### src/rtl/mips_pkg.sv
// Shared types for the control pipeline: control bundle, forwarding selects, stage record.
package mips_pkg;

    // Decoded control bits from ID; field order fixes the 9-bit packing.
    typedef struct packed {
        logic       reg_dst;
        logic       alu_src;
        logic       mem_to_reg;
        logic       reg_write;
        logic       mem_read;
        logic       mem_write;
        logic       branch;
        logic [1:0] alu_op;
    } ctrl_t;

    // ALU operand source selects.
    localparam logic [1:0] FWD_RF  = 2'b00;
    localparam logic [1:0] FWD_MEM = 2'b10;
    localparam logic [1:0] FWD_WB  = 2'b01;

    // Register-address width of the standard core configuration.
    localparam int REG_AW_DEF = 5;

    // One pipeline stage at the standard register-address width.
    typedef struct packed {
        logic                  valid;
        ctrl_t                 ctrl;
        logic [REG_AW_DEF-1:0] rs;
        logic [REG_AW_DEF-1:0] rt;
        logic [REG_AW_DEF-1:0] waddr;
    } stage_t;

endpackage

### src/rtl/hazard_fwd_unit.sv
// Combinational load-use hazard detection, branch flush and EX operand forwarding.
module hazard_fwd_unit
    import mips_pkg::*;
#(
    parameter int REG_AW = 5
) (
    input  logic              id_valid,
    input  logic              id_alu_src,
    input  logic              id_mem_write,
    input  logic [REG_AW-1:0] id_rs,
    input  logic [REG_AW-1:0] id_rt,
    input  logic              ex_valid,
    input  logic              ex_mem_read,
    input  logic              ex_branch,
    input  logic [REG_AW-1:0] ex_waddr,
    input  logic [REG_AW-1:0] ex_rs,
    input  logic [REG_AW-1:0] ex_rt,
    input  logic              ex_zero,
    input  logic              mem_valid,
    input  logic              mem_reg_write,
    input  logic [REG_AW-1:0] mem_waddr,
    input  logic              wb_valid,
    input  logic              wb_reg_write,
    input  logic [REG_AW-1:0] wb_waddr,
    output logic              hz,
    output logic              stall,
    output logic              flush,
    output logic [1:0]        fwd_a,
    output logic [1:0]        fwd_b
);

    logic uses_rt;
    logic taken;
    logic mem_src;
    logic wb_src;

    assign uses_rt = ~id_alu_src | id_mem_write;
    assign taken   = ex_valid & ex_branch & ex_zero;

    // Register 0 is never a producer, so it can neither stall nor forward.
    assign mem_src = mem_valid & mem_reg_write & (mem_waddr != '0);
    assign wb_src  = wb_valid & wb_reg_write & (wb_waddr != '0);

    // Load in EX whose destination is read by ID must wait one cycle.
    always_comb begin
        hz = id_valid & ex_valid & ex_mem_read & (ex_waddr != '0) &
             ((ex_waddr == id_rs) | (uses_rt & (ex_waddr == id_rt)));
    end

    // A taken branch kills the ID instruction, so it must not also stall.
    assign flush = taken;
    assign stall = hz & ~taken;

    // Nearest producer wins: MEM result is newer than WB result.
    always_comb begin
        fwd_a = FWD_RF;
        fwd_b = FWD_RF;
        if (mem_src && mem_waddr == ex_rs)     fwd_a = FWD_MEM;
        else if (wb_src && wb_waddr == ex_rs)  fwd_a = FWD_WB;
        if (mem_src && mem_waddr == ex_rt)     fwd_b = FWD_MEM;
        else if (wb_src && wb_waddr == ex_rt)  fwd_b = FWD_WB;
    end

endmodule

### src/rtl/ctrl_pipeline.sv
// EX/MEM/WB control stage registers with hazard, flush, forwarding and bubble counting.
module ctrl_pipeline
    import mips_pkg::*;
#(
    parameter int CNT_W  = 16,
    parameter int REG_AW = 5
) (
    input  logic              clk,
    input  logic              rst_n,
    input  logic              id_valid,
    input  ctrl_t             id_ctrl,
    input  logic [REG_AW-1:0] id_rs,
    input  logic [REG_AW-1:0] id_rt,
    input  logic [REG_AW-1:0] id_rd,
    input  logic              ex_zero,
    output logic              stall,
    output logic              flush,
    output ctrl_t             ex_ctrl,
    output logic [1:0]        fwd_a,
    output logic [1:0]        fwd_b,
    output ctrl_t             mem_ctrl,
    output logic              wb_reg_write,
    output logic              wb_mem_to_reg,
    output logic [REG_AW-1:0] wb_waddr,
    output logic [CNT_W-1:0]  bubble_cnt
);

    logic              ex_valid, mem_valid, wb_valid;
    ctrl_t             ex_c, mem_c;
    logic [REG_AW-1:0] ex_rs, ex_rt, ex_wa, mem_wa, wb_wa;
    logic              wb_rw, wb_m2r;
    logic              hz, bubble;

    hazard_fwd_unit #(.REG_AW(REG_AW)) u_hfu (
        .id_valid      (id_valid),
        .id_alu_src    (id_ctrl.alu_src),
        .id_mem_write  (id_ctrl.mem_write),
        .id_rs         (id_rs),
        .id_rt         (id_rt),
        .ex_valid      (ex_valid),
        .ex_mem_read   (ex_c.mem_read),
        .ex_branch     (ex_c.branch),
        .ex_waddr      (ex_wa),
        .ex_rs         (ex_rs),
        .ex_rt         (ex_rt),
        .ex_zero       (ex_zero),
        .mem_valid     (mem_valid),
        .mem_reg_write (mem_c.reg_write),
        .mem_waddr     (mem_wa),
        .wb_valid      (wb_valid),
        .wb_reg_write  (wb_rw),
        .wb_waddr      (wb_wa),
        .hz            (hz),
        .stall         (stall),
        .flush         (flush),
        .fwd_a         (fwd_a),
        .fwd_b         (fwd_b)
    );

    // Killed, stalled or empty ID slots enter EX as a fully zeroed bubble.
    assign bubble = flush | hz | ~id_valid;

    // EX stage: capture ID or insert a bubble.
    always_ff @(posedge clk or negedge rst_n) begin
        if (!rst_n) begin
            ex_valid <= 1'b0;
            ex_c     <= '0;
            ex_rs    <= '0;
            ex_rt    <= '0;
            ex_wa    <= '0;
        end else if (bubble) begin
            ex_valid <= 1'b0;
            ex_c     <= '0;
            ex_rs    <= '0;
            ex_rt    <= '0;
            ex_wa    <= '0;
        end else begin
            ex_valid <= 1'b1;
            ex_c     <= id_ctrl;
            ex_rs    <= id_rs;
            ex_rt    <= id_rt;
            ex_wa    <= id_ctrl.reg_dst ? id_rd : id_rt;
        end
    end

    // MEM and WB stages advance unconditionally; WB keeps only what it drives.
    always_ff @(posedge clk or negedge rst_n) begin
        if (!rst_n) begin
            mem_valid <= 1'b0;
            mem_c     <= '0;
            mem_wa    <= '0;
            wb_valid  <= 1'b0;
            wb_rw     <= 1'b0;
            wb_m2r    <= 1'b0;
            wb_wa     <= '0;
        end else begin
            mem_valid <= ex_valid;
            mem_c     <= ex_c;
            mem_wa    <= ex_wa;
            wb_valid  <= mem_valid;
            wb_rw     <= mem_c.reg_write;
            wb_m2r    <= mem_c.mem_to_reg;
            wb_wa     <= mem_wa;
        end
    end

    // Count bubble-producing cycles, sticking at all-ones.
    always_ff @(posedge clk or negedge rst_n) begin
        if (!rst_n)
            bubble_cnt <= '0;
        else if ((hz | flush) && (bubble_cnt != '1))
            bubble_cnt <= bubble_cnt + 1'b1;
    end

    assign ex_ctrl       = ex_valid  ? ex_c  : '0;
    assign mem_ctrl      = mem_valid ? mem_c : '0;
    assign wb_reg_write  = wb_valid & wb_rw;
    assign wb_mem_to_reg = wb_valid & wb_m2r;
    assign wb_waddr      = wb_wa;

endmodule

### config.mk
export PLATFORM = sky130hd
export DESIGN_NAME = ctrl_pipeline
export DESIGN_NICKNAME = d
export VERILOG_FILES = /design/src/rtl/mips_pkg.sv /design/src/rtl/hazard_fwd_unit.sv /design/src/rtl/ctrl_pipeline.sv
export SDC_FILE = /design/constraint.sdc
export NUM_CORES = 1
export LEC_CHECK = 0
export ABC_AREA = 1
export CORE_MARGIN = 2
export CORE_UTILIZATION = 25
export CTS_BUF_LIST = sky130_fd_sc_hd__clkbuf_8
export DETAILED_ROUTE_END_ITERATION = 8
export GPL_TIMING_DRIVEN = 0
export SETUP_SLACK_MARGIN = 0.2
export SLEW_MARGIN = 15
export SYNTH_ARGS = -nofsm -noshare
export SYNTH_HDL_FRONTEND = slang
export SYNTH_SLANG_ARGS = --single-unit
### constraint.sdc
create_clock -name clk -period 3.56 [get_ports clk]
set_clock_uncertainty 0.15 [all_clocks]
set_input_delay 0.534 -clock clk [delete_from_list [all_inputs] [get_ports clk]]
set_output_delay 0.534 -clock clk [all_outputs]
set_load 0.005 [all_outputs]
==> flow_summary.yaml, run 1 <==
power:
  pwr-share-comb_pct: 14.3
  p_per_area_mw_per_mm2: 401
  power_frac_seq_pct: 48.4
  p_clk_share_pct: 37.3
  leakagePower_uw: 0.00219
  ir_worst_vdd_uv: 180
  internal_power_uw: 1250
  power_uw: 1700
  switchingPower_uw: 453
  swShare_pct: 26.7
detailed_routing:
  drt-total-wl_um: 7590
  drtPass1Iterations: 4
  ant_nets: 0
  routed_via_density: 4.14
  avgRoutedWirePerCell_um: 12.3
  drt_iter0_drc: 91
  route.detailed.drc: 0
  num_vias: 2550
timing:
  holdWs_ps: 225
  worstMarginPinSlew_ps: 433
  clock.fmax_mhz: 343
  finalHoldViolCount: 0
  rsz0062_at_grt: "false"
  timing.final.crit_share_pct: 81.8
  maxSlewHeadroom_pct: 70.9
  setup_viol: 0
  slew_viol_final: 0
  fin_crit_ps: 2910
synth:
  ys.flop_type: "dfrtp_1"
  synth_top_area_share_pct: 52.1
  synth-edff-count: 0
  synth.most_common_cell: "nand2_1"
  synthXorXnorAreaFrac_pct: 7.69
  ys_seq_area_share_pct: 52.1
  yosysWarnings: 0
  syn_inst: 377
  synth_top_family_by_area: "simple AND/OR/NAND/NOR gates"
  syn-num-nets: 406
  synth-simple-area-share_pct: 29.2
  synth_compound_area_share_pct: 1.30
  synthesis.area_mm2: 0.00308
  yosysTopAreaCell: "dfrtp_1"
  synth-seq-cells: 64
  synth_cell_types: 23
  async_reset_ff_share_pct: 100
  synth_common_cells: "105 x nand2_1, 64 x dfrtp_1, 56 x inv_1, 56 x nor2_1, 28 x nand3_1"
  synthMuxAreaShare_pct: 0
  syn_area_per_cell_um2: 8.16
  synthAdderAreaFrac_pct: 0.407
  netlist_top_cells_area: "dfrtp_1 52%, nand2_1 13%, inv_1 6.8%"
min_path:
  min_path_type: "flop to flop"
  min_from: "mem_c[6]$_DFF_PN0_"
  holdPathEnd: "wb_m2r$_DFF_PN0_"
  holdPathStages: 0
clocking:
  cts.sinks: 64
  cts-buffers-inserted: 9
  h-tree-depth: 3
  insertion_delay_ps: 340
  cts-root-buf: "clkbuf_8"
  cts_max_path_buffers: 2
  cts_tree: "yes"
  path_clk_slew_ps: 80
floorplan:
  initial_utilization_pct: 25.6
  die_h_um: 115
  fp.dieW_um: 115
  coreArea_mm2: 0.0120
  io_pins: 75
  rows: 40
  die_area_mm2: 0.0132
worst_setup_path:
  cp-start-kind: "input pin"
  cp_data_required_time_ps: 2880
  crit_fanout: 3
  timing.reg2reg.setup_slack_ps: 1760
  worst_r2r_endpoint: "ex_c[0]$_DFF_PN0_"
  endpoint_kind: "output pin"
  rr_startpoint: "ex_valid$_DFF_PN0_"
  crit_type: "input pin to output pin"
  worstRegToRegCells: 9
  arrival_ps: 2230
cells_and_area:
  multi_input_area_mm2: 0.00119
  nFillCells: 1247
  n_antenna_cell: 0
  instances_no_fill: 616
  seq_area_mm2: 0.00160
  finalNetCount: 493
  drive_gt1_share_pct: 7.89
  syn2layout_area_growth_pct: 37.9
global_routing:
  grt_pass1_vias: 2542
  grt_max_degree: 61
  antenna_found_initial: 0
  overflow: 0
  grt_pass1_wl_um: 12500
  grtUsageTotal_pct: 12.3
place:
  dp_hpwl_um: 5920
  dp_cells: 599
  gp_congestion: 0.869
  port_buffers: 74
flow_run:
  cap_viol_max_count: 0
status:
  status: "finished, final reports clean"
[logic make-up after synthesis]
| logic type | count (synthesis) |
|---|---|
| compound gates | 8 |
| xor+xnor | 27 |
| fa+ha+maj | 1 |
| buf+inv | 69 |
| flops | 64 |
| simple gates | 208 |
[power groups by stage]
stage          Clock, µW  Combinational, µW  Sequential, µW
2_1_floorplan          0                111             826
3_3_place_gp           0                240             836
3_5_place_dp           0                247             838
4_1_cts              660                249             824
5_1_grt              694                272             831
6_report             634                243             823
[stage by stage]
| stage | setup slack, ps | utilization (%) | setup TNS [ps] | instance area, µm² |
|---|---|---|---|---|
| global placement | -320 | 33.3 | -20270 | 4000 |
| floorplan | 1730 | - | 0 | 3080 |
| global route | 462 | 35.3 | 0 | 4240 |
| CTS | 604 | 35.3 | 0 | 4240 |
| detailed placement | 663 | 33.5 | 0 | 4030 |
| finish | 648 | 35.3 | 0 | 4240 |
[worst max-delay path: stages]
cell	delay, ps
clkdlybuf4s50_1	510
inv_1	100
nand2_1	70
nand2_1	50
nor2_1	100
nand3_1	100
nand2_2	100
nand2_4	80
nor2_1	90
clkdlybuf4s50_1	510
[cells in the final DEF, fill, tap and decap left out]
| cell | instances |
|---|---|
| a21oi_1 | 5 |
| buf_16 | 1 |
| buf_2 | 4 |
| buf_4 | 1 |
| buf_6 | 3 |
| bufinv_16 | 1 |
| clkbuf_1 | 1 |
| clkbuf_8 | 10 |
| clkdlybuf4s50_1 | 73 |
| clkinv_1 | 1 |
| clkinv_4 | 1 |
| clkinvlp_4 | 4 |
| dfrtp_1 | 64 |
| dlygate4sd3_1 | 1 |
| ha_1 | 1 |
| inv_1 | 56 |
| inv_2 | 4 |
| nand2_1 | 105 |
| nand2_2 | 1 |
| nand2_4 | 3 |
| nand3_1 | 28 |
| nand3_2 | 2 |
| nand3_4 | 1 |
| nand4_1 | 3 |
| nor2_1 | 56 |
| nor3_1 | 6 |
| nor3_4 | 1 |
| nor4_1 | 2 |
| o21ai_0 | 3 |
| xnor2_1 | 13 |
| xor2_1 | 14 |
[layout make-up]
type                    instances  share of cell area (%)
flip-flops and latches         64                    37.7
clock inverters                 6                    1.62
plain buffers                   8                    1.36
well taps                     147                    4.33
multi-input cells             244                    28.0
clock buffers                  10                    3.24
repair buffers                 76                    18.3
inverters                      61                    5.40
[worst max path at each step]
| stage | startpoint | end | slack [ps] | depth (start not counted) |
|---|---|---|---|---|
| 2_1_floorplan | mem_valid$_DFF_PN0_ | fwd_a[0] | 1730 | 6 |
| 3_3_place_gp | rst_n | wb_waddr[3]$_DFF_PN0_ | -320 | 1 |
| 3_5_place_dp | id_rt[4] | stall | 660 | 10 |
| 4_1_cts | mem_valid$_DFF_PN0_ | fwd_a[1] | 600 | 6 |
| 5_1_grt | mem_valid$_DFF_PN0_ | fwd_b[1] | 460 | 6 |
| 6_report | id_rt[4] | stall | 650 | 10 |
[metal layers]
metal | part of all wire [%] | up-vias | GRT usage (%)
met3 | 4.6 | 13 | 3.95
met2 | 46 | 62 | 19.0
li1 | - | 1304 | -
met4 | 2.0 | 0 | 4.74
met1 | 48 | 1171 | 16.1
met5 | 0 | - | 0
[flip-flops by register name (all words and copies together), names as in the netlist]
| register | count |
|---|---|
| mem_c | 9 |
| bubble_cnt | 16 |
| wb_m2r | 1 |
| mem_wa | 5 |
| wb_rw | 1 |
| ex_c | 9 |
| ex_wa | 5 |
| mem_valid | 1 |
| ex_rs | 5 |
| wb_valid | 1 |
| ex_valid | 1 |
| ex_rt | 5 |
| wb_waddr | 5 |
[what timing repair did]
action                                 CTS  global route
gates resized for setup                  0             0
buffers inserted                         0             0
endpoints found under the hold margin    4             0
hold buffers                             1             0
Power figures use the tool's default switching activity.
==> inputs of run 2 (changes only) <==
Clock period 3.56 ns to 2.9 ns, I/O delays scaled along.
==> run 2 against run 1 <==
Highest routed layer unchanged; first-iteration DRC count down 2.2%; routed wire length rose by 0.90%; combinational power grew 24%; critical endpoint is now fwd_a[1].
==> flow_summary.yaml, run 2 (synthesis gave the netlist of run 1 again) <==
timing:
  fin_tns_setup_ps: 0
  timing.final.crit_share_pct: 88.1
  fin_crit_ps: 2550
  setup_viol: 0
  clock.fmax_mhz: 391
  finalHoldViolCount: 0
  worst_slack_ps: 345
  maxSlewHeadroom_pct: 74.5
  slew_viol_final: 0
  rsz0062_at_grt: "true"
  worstMarginPinSlew_ps: 380
  holdWs_ps: 227
clocking:
  postCtsSetupBuffers: 0
  cts-root-buf: "clkbuf_8"
  cts-buffers-inserted: 9
  h-tree-depth: 3
  cts.sinks: 64
  cts_tree: "yes"
  cts_max_path_buffers: 2
  insertion_delay_ps: 340
  path_clk_slew_ps: 80
detailed_routing:
  drt-met1-wl_um: 3560
  drt_iter0_drc: 89
  ant_nets: 0
  top_layer_used: "met4"
  wl_met3_um: 336
  dr_wl_met2_um: 3600
  num_vias: 2556
  drtPass1Iterations: 4
  routed_via_density: 4.15
  avgRoutedWirePerCell_um: 12.4
  drt-total-wl_um: 7660
  route.detailed.drc: 0
worst_setup_path:
  endpoint_kind: "output pin"
  cpMaxStageDelayCell: "clkdlybuf4s50_1"
  crit_type: "flop to output pin"
  cp-endpoint: "fwd_a[1]"
  rr_startpoint: "ex_valid$_DFF_PN0_"
  worstRegToRegCells: 9
  crit_family: "buffers and inverters"
  worst_r2r_endpoint: "ex_c[0]$_DFF_PN0_"
  cpPeakStageDelay_ps: 560
  arrival_ps: 1970
  timing.reg2reg.setup_slack_ps: 1100
  crit_fanout: 4
  cp_num_buf_inv: 1
  cp_data_required_time_ps: 2320
  crit_chain: "xnor2_1, nand3_1, nor4_2, clkdlybuf4s50_1"
  path_depth: 4
  cp-start-kind: "flop"
  critPathLaunch: "mem_wa[3]$_DFF_PN0_"
power:
  leakagePower_uw: 0.00221
  power_frac_seq_pct: 48.3
  switchingPower_uw: 562
  p_clk_share_pct: 37.3
  ir_worst_vdd_uv: 222
  pwr-share-comb_pct: 14.4
  power_uw: 2090
  swShare_pct: 26.8
  p_per_area_mw_per_mm2: 491
  internal_power_uw: 1530
floorplan:
  die_area_mm2: 0.0132
  die_h_um: 115
  fp.dieW_um: 115
  rows: 40
  initial_utilization_pct: 25.6
  io_pins: 75
  coreArea_mm2: 0.0120
cells_and_area:
  multi_input_area_mm2: 0.00120
  stdcell_area_mm2: 0.00426
  final_cell_mix: "105 x nand2_1, 72 x clkdlybuf4s50_1, 64 x dfrtp_1, 56 x nor2_1, 55 x inv_1"
  syn2layout_area_growth_pct: 38.5
  drive_gt1_share_pct: 8.53
  n_antenna_cell: 0
  final_common_cell: "nand2_1"
  largest_reg_flops: 16
  max_flop_register: "bubble_cnt"
  nFillCells: 1246
  top_regs: "bubble_cnt: 16 flops, ex_c: 9 flops, mem_c: 9 flops"
  finalNetCount: 493
  seq_area_mm2: 0.00160
place:
  port_buffers: 74
  dp_hpwl_um: 5920
  postPlaceCellArea_mm2: 0.00403
  pre_cts_ws_ps: 201
  gp_congestion: 0.869
global_routing:
  overflow: 0
  grtUsageTotal_pct: 12.4
  grt_pass1_vias: 2540
  grt_max_degree: 61
  antenna_found_initial: 0
  grt_pass1_wl_um: 12600
status:
  status: "finished, final reports clean"
flow_run:
  cap_viol_max_count: 0
min_path:
  min_path_type: "flop to flop"
-- run 2: cell types whose count changed in the layout (fill, tap and decap cells not counted), sizes merged --
cell and delta:
clkdlybuf4s50 -1, dlymetal6s2s +1
-- run 2: routing by layer --
metal	vias up	track usage [%]
li1	1305	-
met1	1178	16.1
met2	60	19.4
met3	13	3.95
met4	0	4.50
met5	-	0
-- run 2: timing repair --
| item | CTS | global route |
|---|---|---|
| hold endpoints to repair | 48 | 0 |
| endpoints found under the setup margin | 5 | 5 |
| pin swaps | 1 | 1 |
| hold buffers | 1 | 0 |
| resized for setup | 4 | 2 |
-- run 2: power by group through the flow --
stage | combinational (µW) | sequential [µW] | clock, µW
floorplan | 136 | 1010 | 0
global placement | 294 | 1030 | 0
detailed placement | 303 | 1030 | 0
CTS | 309 | 1010 | 811
global route | 338 | 1020 | 852
finish | 302 | 1010 | 781
-- run 2: worst min-delay path by stage --
stage,from,endpoint,cells after the start
final,mem_c[6]$_DFF_PN0_,wb_m2r$_DFF_PN0_,0
after global routing,ex_c[6]$_DFF_PN0_,mem_c[6]$_DFF_PN0_,0
after CTS,ex_c[6]$_DFF_PN0_,mem_c[6]$_DFF_PN0_,0
after detailed placement,rst_n,mem_c[0]$_DFF_PN0_,1
after global placement,ex_valid$_DFF_PN0_,mem_valid$_DFF_PN0_,0
after floorplan,rst_n,bubble_cnt[0]$_DFFE_PN0P_,0
-- run 2: area by class of cell --
cell class              instances  share of cell area, %
plain buffers                   8                   1.41
clock buffers                  10                   3.23
well taps                     147                   4.32
inverters                      61                   5.37
flip-flops and latches         64                   37.6
repair buffers                 76                   18.3
multi-input cells             244                   28.2
clock inverters                 6                   1.62
-- run 2: metrics by stage --
stage	util (%)	instances
3_5_place_dp	33.5	599
3_3_place_gp	33.3	598
4_1_cts	35.4	616
5_1_grt	35.5	616
2_1_floorplan	-	377
6_report	35.5	616
==> inputs of run 3 (changes only) <==
Settings changed: CORE_UTILIZATION 25 to 45, PLACE_DENSITY set to 0.74.
==> run 3 against run 2 <==
Worst hold slack got worse by 2.3 ps; core utilization increased by 27 points; cell count decreased by 11%; via count rose by 1.4%; routed wire length down 10%; sequential share of layout area grew 0.30 points; flip-flop and latch count unchanged; clock-buffer cell count decreased by 1; setup slack got worse by 110 ps; sequential power about the same; critical endpoint is now fwd_b[1]; fmax fell by 4.0%.
==> flow_summary.yaml, run 3 (synthesis gave the netlist of run 1 again) <==
clocking:
  cts-buffers-inserted: 9
  cts-root-buf: "clkbuf_8"
  cts.sinks: 64
  insertion_delay_ps: 340
  path_clk_slew_ps: 80
  postCtsSetupBuffers: 0
  cts_tree: "yes"
  cts_max_path_buffers: 2
  h-tree-depth: 3
place:
  port_buffers: 74
  gp_congestion: 0.861
  dp_hpwl_um: 5020
  postPlaceCellArea_mm2: 0.00394
detailed_routing:
  ant_nets: 0
  drtPass1Iterations: 4
  dr_wl_met2_um: 3480
  num_vias: 2593
  top_layer_used: "met4"
  wl_met3_um: 253
  drt_iter0_drc: 111
  drt-total-wl_um: 6880
  drt-met1-wl_um: 3050
  route.detailed.drc: 0
  avgRoutedWirePerCell_um: 12.5
  routed_via_density: 4.72
cells_and_area:
  nFillCells: 573
  n_antenna_cell: 0
  stdcell_area_mm2: 0.00423
  syn2layout_area_growth_pct: 37.4
  final_cell_mix: "105 x nand2_1, 71 x clkdlybuf4s50_1, 64 x dfrtp_1, 56 x inv_1, 54 x nor2_1"
  top_regs: "bubble_cnt: 16 flops, ex_c: 9 flops, mem_c: 9 flops"
  max_flop_register: "bubble_cnt"
  largest_reg_flops: 16
  drive_gt1_share_pct: 8.74
  finalNetCount: 493
  final_common_cell: "nand2_1"
timing:
  finalHoldViolCount: 0
  timing.final.crit_share_pct: 91.7
  setup_viol: 0
  clock.fmax_mhz: 376
  worstMarginPinSlew_ps: 441
  fin_crit_ps: 2660
  slew_viol_final: 0
  maxSlewHeadroom_pct: 70.3
  rsz0062_at_grt: "true"
worst_setup_path:
  cpPeakStageDelay_ps: 560
  cp-start-kind: "flop"
  timing.reg2reg.setup_slack_ps: 1120
  arrival_ps: 2080
  worstRegToRegCells: 8
  crit_fanout: 9
  crit_type: "flop to output pin"
  endpoint_kind: "output pin"
  rr_startpoint: "bubble_cnt[0]$_DFFE_PN0P_"
  cpMaxStageDelayCell: "clkdlybuf4s50_1"
  crit_chain: "clkbuf_4, nand2_1, inv_1, o21ai_0, nor4_2, clkdlybuf4s50_1"
  cp_data_required_time_ps: 2320
  worst_r2r_endpoint: "bubble_cnt[0]$_DFFE_PN0P_"
  crit_family: "buffers and inverters"
  cp_num_buf_inv: 3
power:
  pwr-share-comb_pct: 13.3
  power_frac_seq_pct: 44.7
  p_per_area_mw_per_mm2: 533
  swShare_pct: 24.9
  power_uw: 2250
  internal_power_uw: 1690
  ir_worst_vdd_uv: 274
  p_clk_share_pct: 42.0
  leakagePower_uw: 0.00227
  switchingPower_uw: 560
floorplan:
  io_pins: 75
  coreArea_mm2: 0.00672
  die_area_mm2: 0.00751
  initial_utilization_pct: 45.8
  rows: 30
  die_h_um: 86.7
  fp.dieW_um: 86.7
global_routing:
  grt_max_degree: 64
  grtUsageTotal_pct: 19.7
  grt_pass1_wl_um: 11300
  antenna_found_initial: 0
  overflow: 0
  grt_pass1_vias: 2541
flow_run:
  cap_viol_max_count: 0
status:
  status: "finished, final reports clean"
min_path:
  min_from: "ex_valid$_DFF_PN0_"
  min_path_type: "flop to flop"
  holdPathEnd: "mem_valid$_DFF_PN0_"
  holdPathStages: 0
run 3: changes by cell type in the layout (fill, tap and decap cells not counted), sizes merged:
cell and change:
dlymetal6s2s +1, clkdlybuf4s50 -1, bufinv +2, clkinvlp -4, buf -1, inv +3
run 3: routing by layer:
| metal | track usage [%] | up-vias |
|---|---|---|
| met1 | 23.2 | 1215 |
| met2 | 34.8 | 58 |
| met5 | 0 | - |
| li1 | - | 1309 |
| met3 | 4.86 | 11 |
| met4 | 7.39 | 0 |
run 3: power by group through the flow:
stage          registers [µW]  logic, µW  clock network (µW)
6_report                 1010        299                 947
4_1_cts                  1010        301                 965
2_1_floorplan            1010        136                   0
3_5_place_dp             1020        296                   0
3_3_place_gp             1020        287                   0
5_1_grt                  1020        334                1010
run 3: worst max-delay path by stage:
stage | slack (ps) | depth (start not counted) | start | endpoint
after floorplan | 1170 | 6 | mem_valid$_DFF_PN0_ | fwd_a[0]
after global placement | -780 | 1 | rst_n | wb_waddr[3]$_DFF_PN0_
after detailed placement | 210 | 10 | id_rt[4] | stall
after CTS | 190 | 6 | mem_valid$_DFF_PN0_ | fwd_b[1]
after global routing | 60 | 6 | mem_valid$_DFF_PN0_ | fwd_b[1]
final | 240 | 6 | mem_valid$_DFF_PN0_ | fwd_b[1]
run 3: area by class of cell:
class	instances	area, µm²	area share, %
Sequential cell	64	1600	37.9
Timing Repair Buffer	76	781	18.5
Multi-Input combinational cell	244	1210	28.5
Tap cell	80	100	2.37
Clock inverter	7	125	2.96
Inverter	61	229	5.42
Buffer	8	60.1	1.42
Clock buffer	9	124	2.93
run 3: what timing repair did:
action | CTS | global route
cloned | 0 | 0
hold buffers | 1 | 0
gates resized for setup | 2 | 5
endpoints found under the setup margin | 2 | 5
endpoints found under the hold margin | 64 | 0
pin swaps | 0 | 1
run 3: through the flow:
step           hold WS [ps]  util (%)  cells  worst slack, ps  setup TNS, ps
2_1_floorplan         -10.6         -    377             1170              0
3_3_place_gp            199      58.3    531             -783         -49940
3_5_place_dp           86.8      58.7    532              211              0
4_1_cts                 221      62.7    549              191              0
5_1_grt                 233      62.9    549             59.5              0
6_report                224      62.9    549              239              0
